==> config.mk <==
export PLATFORM = sky130hd
export DESIGN_NAME = icache_dm
export DESIGN_NICKNAME = d
export VERILOG_FILES = /design/src/rtl/icache_pkg.sv /design/src/rtl/icache_refill_ctrl.sv /design/src/rtl/icache_dm.sv
export SDC_FILE = /design/constraint.sdc
export NUM_CORES = 2
export LEC_CHECK = 0
export BUFFER_PORTS_ARGS = -buffer_cell sky130_fd_sc_hd__buf_4
export CAP_MARGIN = 5
export CORE_MARGIN = 4
export CORE_UTILIZATION = 35
export CTS_CLUSTER_DIAMETER = 40
export DETAILED_ROUTE_END_ITERATION = 12
export PLACE_DENSITY = 0.57
export SLEW_MARGIN = 20
export SYNTH_ARGS = -nofsm -noshare
export SYNTH_HDL_FRONTEND = slang
export SYNTH_SLANG_ARGS = --single-unit
==> constraint.sdc <==
create_clock -name clk -period 5.5 [get_ports clk]
set_input_delay 0.275 -clock clk [delete_from_list [all_inputs] [get_ports clk]]
set_output_delay 0.275 -clock clk [all_outputs]
set_load 0.05 [all_outputs]
==> src/rtl/icache_pkg.sv <==
// rtl/icache_pkg.sv - shared state type and address-field widths for icache_dm
package icache_pkg;

  typedef enum logic [1:0] {IDLE, FILL, RESP} state_e;

  localparam int DEF_SETS       = 16;
  localparam int DEF_LINE_WORDS = 4;

  function automatic int off_w(input int line_words);
    return $clog2(line_words);
  endfunction

  function automatic int idx_w(input int sets);
    return $clog2(sets);
  endfunction

  function automatic int tag_w(input int sets, input int line_words);
    return 30 - idx_w(sets) - off_w(line_words);
  endfunction

  // Counters must be able to hold LINE_WORDS itself, not just LINE_WORDS-1.
  function automatic int cnt_w(input int line_words);
    return $clog2(line_words + 1);
  endfunction

  function automatic int max1(input int w);
    return (w > 0) ? w : 1;
  endfunction

  localparam int OFF_W = off_w(DEF_LINE_WORDS);
  localparam int IDX_W = idx_w(DEF_SETS);
  localparam int TAG_W = tag_w(DEF_SETS, DEF_LINE_WORDS);

endpackage

==> src/rtl/icache_refill_ctrl.sv <==
// rtl/icache_refill_ctrl.sv - line refill sequencer: request issue, response slotting, done pulse
module icache_refill_ctrl
  import icache_pkg::*;
#(
  parameter int LINE_WORDS = DEF_LINE_WORDS,
  localparam int SLOT_W    = max1(off_w(LINE_WORDS)),
  localparam int CNT_W     = cnt_w(LINE_WORDS)
) (
  input  logic              clk,
  input  logic              rst,
  input  logic              active_i,
  input  logic [31:0]       line_base_i,
  input  logic              mem_ready_i,
  input  logic              mem_valid_i,
  output logic [31:0]       mem_addr_o,
  output logic              mem_ren_o,
  output logic              wr_en_o,
  output logic [SLOT_W-1:0] wr_slot_o,
  output logic              done_o
);

  logic [CNT_W-1:0] issued_q, issued_d;
  logic [CNT_W-1:0] rcvd_q, rcvd_d;

  assign mem_ren_o  = active_i && (issued_q < CNT_W'(LINE_WORDS));
  assign mem_addr_o = line_base_i | (32'(issued_q) << 2);
  assign wr_en_o    = active_i && mem_valid_i;
  assign wr_slot_o  = rcvd_q[SLOT_W-1:0];
  assign done_o     = wr_en_o && (rcvd_q == CNT_W'(LINE_WORDS - 1));

  // Counters sit at zero whenever no fill is in progress, so every fill starts clean.
  always_comb begin
    issued_d = issued_q + CNT_W'(mem_ren_o && mem_ready_i);
    rcvd_d   = rcvd_q + CNT_W'(wr_en_o);
    if (!active_i) begin
      issued_d = '0;
      rcvd_d   = '0;
    end
  end

  always_ff @(posedge clk) begin
    if (rst) begin
      issued_q <= '0;
      rcvd_q   <= '0;
    end else begin
      issued_q <= issued_d;
      rcvd_q   <= rcvd_d;
    end
  end

endmodule

==> src/rtl/icache_dm.sv <==
// rtl/icache_dm.sv - direct-mapped read-only instruction cache with flush and hit/miss counters
module icache_dm
  import icache_pkg::*;
#(
  parameter int SETS       = DEF_SETS,
  parameter int LINE_WORDS = DEF_LINE_WORDS
) (
  input  logic        clk,
  input  logic        rst,
  output logic        o_ready,
  input  logic [31:0] i_addr,
  input  logic        i_ren,
  output logic        o_valid,
  output logic [31:0] o_rdata,
  input  logic        i_flush,
  output logic [31:0] o_mem_addr,
  output logic        o_mem_ren,
  input  logic        i_mem_ready,
  input  logic        i_mem_valid,
  input  logic [31:0] i_mem_rdata,
  output logic [31:0] o_hit_count,
  output logic [31:0] o_miss_count
);

  localparam int OFF_BITS = off_w(LINE_WORDS);
  localparam int IDX_BITS = idx_w(SETS);
  localparam int TAG_BITS = tag_w(SETS, LINE_WORDS);
  localparam int SLOT_W   = max1(OFF_BITS);

  state_e state_q, state_d;

  logic [SETS-1:0]     valid_q;
  logic [TAG_BITS-1:0] tag_q  [SETS];
  logic [31:0]         data_q [SETS][LINE_WORDS];

  logic [TAG_BITS-1:0] req_tag, miss_tag_q;
  logic [IDX_BITS-1:0] req_idx, miss_idx_q;
  logic [SLOT_W-1:0]   req_off, miss_off_q, fill_slot;

  logic        hit, accept, hit_accept, miss_accept;
  logic        hit_valid_q, flush_pend_q, fill_active, resp_fill;
  logic        fill_wr, fill_done;
  logic [31:0] hit_data_q, line_base, hit_count_q, miss_count_q;
  logic        unused_addr_bits;

  assign unused_addr_bits = ^i_addr[1:0];

  assign req_tag = i_addr[31 -: TAG_BITS];
  assign req_idx = i_addr[OFF_BITS+2 +: IDX_BITS];
  assign req_off = SLOT_W'((i_addr >> 2) & 32'(LINE_WORDS - 1));

  assign hit         = valid_q[req_idx] && (tag_q[req_idx] == req_tag);
  assign accept      = i_ren && o_ready;
  assign hit_accept  = accept && hit;
  assign miss_accept = accept && !hit;

  assign line_base    = {miss_tag_q, miss_idx_q, {(OFF_BITS + 2){1'b0}}};
  assign o_hit_count  = hit_count_q;
  assign o_miss_count = miss_count_q;

  icache_refill_ctrl #(.LINE_WORDS(LINE_WORDS)) u_refill (
    .clk        (clk),
    .rst        (rst),
    .active_i   (fill_active),
    .line_base_i(line_base),
    .mem_ready_i(i_mem_ready),
    .mem_valid_i(i_mem_valid),
    .mem_addr_o (o_mem_addr),
    .mem_ren_o  (o_mem_ren),
    .wr_en_o    (fill_wr),
    .wr_slot_o  (fill_slot),
    .done_o     (fill_done)
  );

  always_ff @(posedge clk) begin
    if (rst) state_q <= IDLE;
    else     state_q <= state_d;
  end

  always_comb begin
    state_d = state_q;
    case (state_q)
      IDLE:    if (miss_accept) state_d = FILL;
      FILL:    if (fill_done) state_d = RESP;
      RESP:    state_d = IDLE;
      default: state_d = IDLE;
    endcase
  end

  always_comb begin
    o_ready     = 1'b0;
    fill_active = 1'b0;
    resp_fill   = 1'b0;
    case (state_q)
      IDLE:    o_ready = !i_flush;
      FILL:    fill_active = 1'b1;
      RESP:    resp_fill = 1'b1;
      default: ;
    endcase
    if (rst) o_ready = 1'b0;
    o_valid = !rst && (hit_valid_q || resp_fill);
    o_rdata = resp_fill ? data_q[miss_idx_q][miss_off_q] : hit_data_q;
  end

  always_ff @(posedge clk) begin
    if (rst) begin
      valid_q      <= '0;
      hit_valid_q  <= 1'b0;
      flush_pend_q <= 1'b0;
      hit_count_q  <= '0;
      miss_count_q <= '0;
    end else begin
      hit_valid_q <= hit_accept;
      if (hit_accept)  hit_count_q  <= hit_count_q + 32'd1;
      if (miss_accept) miss_count_q <= miss_count_q + 32'd1;
      if (state_q == RESP)                 flush_pend_q <= 1'b0;
      else if (i_flush && state_q != IDLE) flush_pend_q <= 1'b1;
      // A flush landing on the final response cycle must also leave the line invalid.
      if (i_flush)                         valid_q <= '0;
      else if (fill_done && !flush_pend_q) valid_q[miss_idx_q] <= 1'b1;
    end
  end

  always_ff @(posedge clk) begin
    if (miss_accept) begin
      miss_tag_q <= req_tag;
      miss_idx_q <= req_idx;
      miss_off_q <= req_off;
    end
    if (hit_accept) hit_data_q <= data_q[req_idx][req_off];
    if (fill_wr)    data_q[miss_idx_q][fill_slot] <= i_mem_rdata;
    if (fill_done)  tag_q[miss_idx_q] <= miss_tag_q;
  end

endmodule

==> results.md <==
* CTS tree: yes
* VDD IR-drop max at 0.312 mV
* Post-synth EDFFs at between 2000 and 2500
* Final wirelength at 363000 um
* Syn-to-layout area delta at 19.5%
* Post-route DRC at 0
* Cell Pwr Density at 357 nW/um2
* Status: finished, final reports clean
* Adder-Cell Fraction of Synth Area at less than 1%
* Initial antenna violation count at 22
* Share of layout cells above drive strength 1 at 44.4%
* Final setup viols at 0
* Synth Area per Inst at between 20 and 25 um2
* RePlAce Congestion at 0.800
* Vias/cell at 5.99
* Xor/xnor share of the synthesized area at 0.221%
* RSZ-0062 raised after global routing: false
* Hold Fails Final Rpt at 0
* Simple-gate share of the synthesized area at roughly 1.8%
* Reg clk slew, reported paths at 60 ps
* Multi-input gate area at around 37000 um2
* Total track usage at 21.1%
* Worst R2R Path Depth at 7
* Top cell type's share of synthesized area at between 60 and 70%
* Vias at ~61000
* Sequential power share at ~44%
* Worst path required time at between 5000 and 6000 ps
* Post-Syn Area at between 100000 and 150000 um2
* I/O Buffers at approximately 200
* Placement row count at 210
* Synth Area in Compound Gates at 0.918%
* Post-Syn Instances at between 5000 and 6000
* Type of origin of the critical path: register
* Worst-Margin Slew at roughly 1200 ps
* CP Max Fanout at 32
* Gate power share at under 10%
* Largest net degree at the start of global routing at between 100 and 150
* Commonest non-fill, non-tap cell in the layout: edfxtp_1
* Core Area at approximately 330000 um2
* Post-synthesis cell type count at 63
* DP HPWL at between 200000 and 250000 um
* Layout Nets at about 5700
* Clock Tree Buf Depth at 4
* Hold Path Sink: miss_tag_q[12]$_DFFE_PN_
* H-Tree Level Count at 5
* CTS Root Cell: clkbuf_16
* Hold Path Class: input pin to register
* Net switching power at around 11000 uW
* Crit path kind: register to output port
* Arr. time, crit path at about 4700 ps
* Net switching fraction of the power at 22.6%
* Total CTS buffers at 382
* Sequential cell area at 76800 um2
* Initial Util at a little over a third
* Drt pass-1 iters at 5
* Commonest non-fill, non-tap cells in the layout: edfxtp_1, mux4_2, clkbuf_16
* Async S/R FF share, synth at 0%
* Ranking of synthesized cells by area: edfxtp_1, mux4_2, dfxtp_1, clkbuf_1, mux2_2
* Maximum clock rate at a little over 200 MHz
* Pint at about 38000 uW
* Setup TNS Final at 0 ps
* Hold Path Origin: i_addr[20]
* Setup bufs post-CTS at 0
* Pre-CTS WS at ~940 ps
* Post-route ant nets at 0
* Crit path time final at roughly 5000 ps
* Ports at 201
* DIE HEIGHT at between 500 and 600 um
* Yosys warns at 0
* Hold bufs inserted after CTS at 64
* Drt wl/cell at approximately 35 um
* Die X at between 500 and 600 um
* Synth Flop Type: edfxtp_1
* Residual overflow from global routing at 0
* Tcrit/Tclk final at roughly 90%
* TritonCTS Sinks at 2588
* End of the worst register-to-register path: hit_data_q[12]$_DFFE_PP_
* Clock power share at between 50% and 60%
* #FFs+latches synth at around 2600
* First-pass GRT wire length at slightly above 500000 um
* Hold Path Depth at 2
* Seq/Total Area, Yosys at roughly two thirds
* Max-slew violations at 0
* Initial DRC Count at 6963
* Post-cts resize count at 0
* Largest family of logic cells by synthesized area: multiplexers
* Latest clock arrival within the worst-skew pair at around 950 ps
* CP Capture Type: output port
* Worst R2R Start: tag_q[3][4]$_DFFE_PP_
* FF-to-FF setup slack at around 1500 ps
* Leak Pwr at between 0.04 and 0.05 uW
* Fillers at roughly 28000
* Synth area leader: edfxtp_1
* DIE AREA at between 300000 and 400000 um2
* Slew HR at 21.7%
* Number of global-route vias before repair at 63000
* Max-cap violations at 0
* Worst-case clock skew at between 60 and 70 ps
* Core Util, Final at about two fifths
* Mux share of post-synthesis cell area at 28.8%
* Worst Slack Setup Final at around 540 ps
==> critical path, stage by stage (launching register included) <==
cell	delay (ps)
dfxtp_4	770
buf_4	690
mux4_2	610
mux4_2	510
mux4_2	480
mux2_2	380
buf_4	240
==> routing by layer <==
layer | GRT usage [%] | vias to the layer above | wire length, um
met5 | 0 | - | 41
met4 | 6.84 | 6 | 12800
met3 | 3.73 | 626 | 26900
met2 | 34.6 | 2683 | 179000
met1 | 28.6 | 34400 | 145000
li1 | - | 23800 | -
==> sequential cells by signal, summed over array words and instances (netlist names), named ones only <==
signal / flops
data_q: 2048
tag_q: 384
hit_data_q: 32
o_hit_count: 32
o_miss_count: 32
miss_tag_q: 24
valid_q: 16
miss_idx_q: 4
u_refill.issued_q: 3
u_refill.rcvd_q: 3
miss_off_q: 2
state_q: 2
flush_pend_q: 1
hit_valid_q: 1
==> stage by stage <==
step | hold slack [ps] | std cells | cell area (um2) | total power, uW
2_1_floorplan | 374 | 5113 | 115000 | 23800
3_3_place_gp | 443 | 9475 | 123000 | 24700
3_5_place_dp | 461 | 9491 | 124000 | 24700
4_1_cts | 3.00 | 10300 | 137000 | 49500
5_1_grt | 43.4 | 10300 | 137000 | 50600
6_report | 77.5 | 10300 | 137000 | 49100
==> layout make-up <==
cell class / count / share of cell area, %
Antenna cell: 4 / 0.00728
Sequential cell: 2588 / 55.9
Inverter: 9 / 0.0246
Clock buffer: 414 / 7.06
Clock inverter: 292 / 2.50
Timing Repair Buffer: 477 / 3.50
Multi-Input combinational cell: 2137 / 27.1
Tap cell: 4346 / 3.96
==> Yosys cell counts, drive strengths merged (16+ instances only) <==
cell type	count
a21oi	61
and3	16
buf	175
clkbuf	204
dfxtp	94
edfxtp	2494
mux2	50
mux2i	40
mux4	1430
nand2	56
nand3	38
nand4	21
nor2	133
o21ai	54
or3	44
xnor2	17
==> power groups by stage <==
stage / registers [uW] / logic (uW) / clock network (uW)
5_1_grt: 21700 / 2810 / 26100
3_3_place_gp: 22100 / 2630 / 0
4_1_cts: 21700 / 2710 / 25200
6_report: 21700 / 2670 / 24800
3_5_place_dp: 22100 / 2650 / 0
2_1_floorplan: 22000 / 1740 / 0
==> worst max-delay path by stage <==
stage	start	end	slack, ps	depth (start not counted)
2_1_floorplan	i_addr[5]	o_hit_count[2]$_SDFFE_PP0P_	1410	14
3_3_place_gp	i_addr[6]	hit_data_q[26]$_DFFE_PP_	1000	10
3_5_place_dp	i_addr[6]	hit_data_q[26]$_DFFE_PP_	940	10
4_1_cts	register	o_rdata[21]	400	6
5_1_grt	register	o_rdata[21]	400	6
6_report	register	o_rdata[24]	540	6
==> cell families after synthesis <==
kind of cell | Yosys count
multiplexers | 1520
buffers and inverters | 388
AO/OA/AOI/OAI | 178
other | 1
XOR/XNOR | 29
flip-flops | 2588
AND/OR/NAND/NOR | 402
adder cells (fa/ha/maj) | 6
No activity file was read; power rests on OpenSTA's default activity.
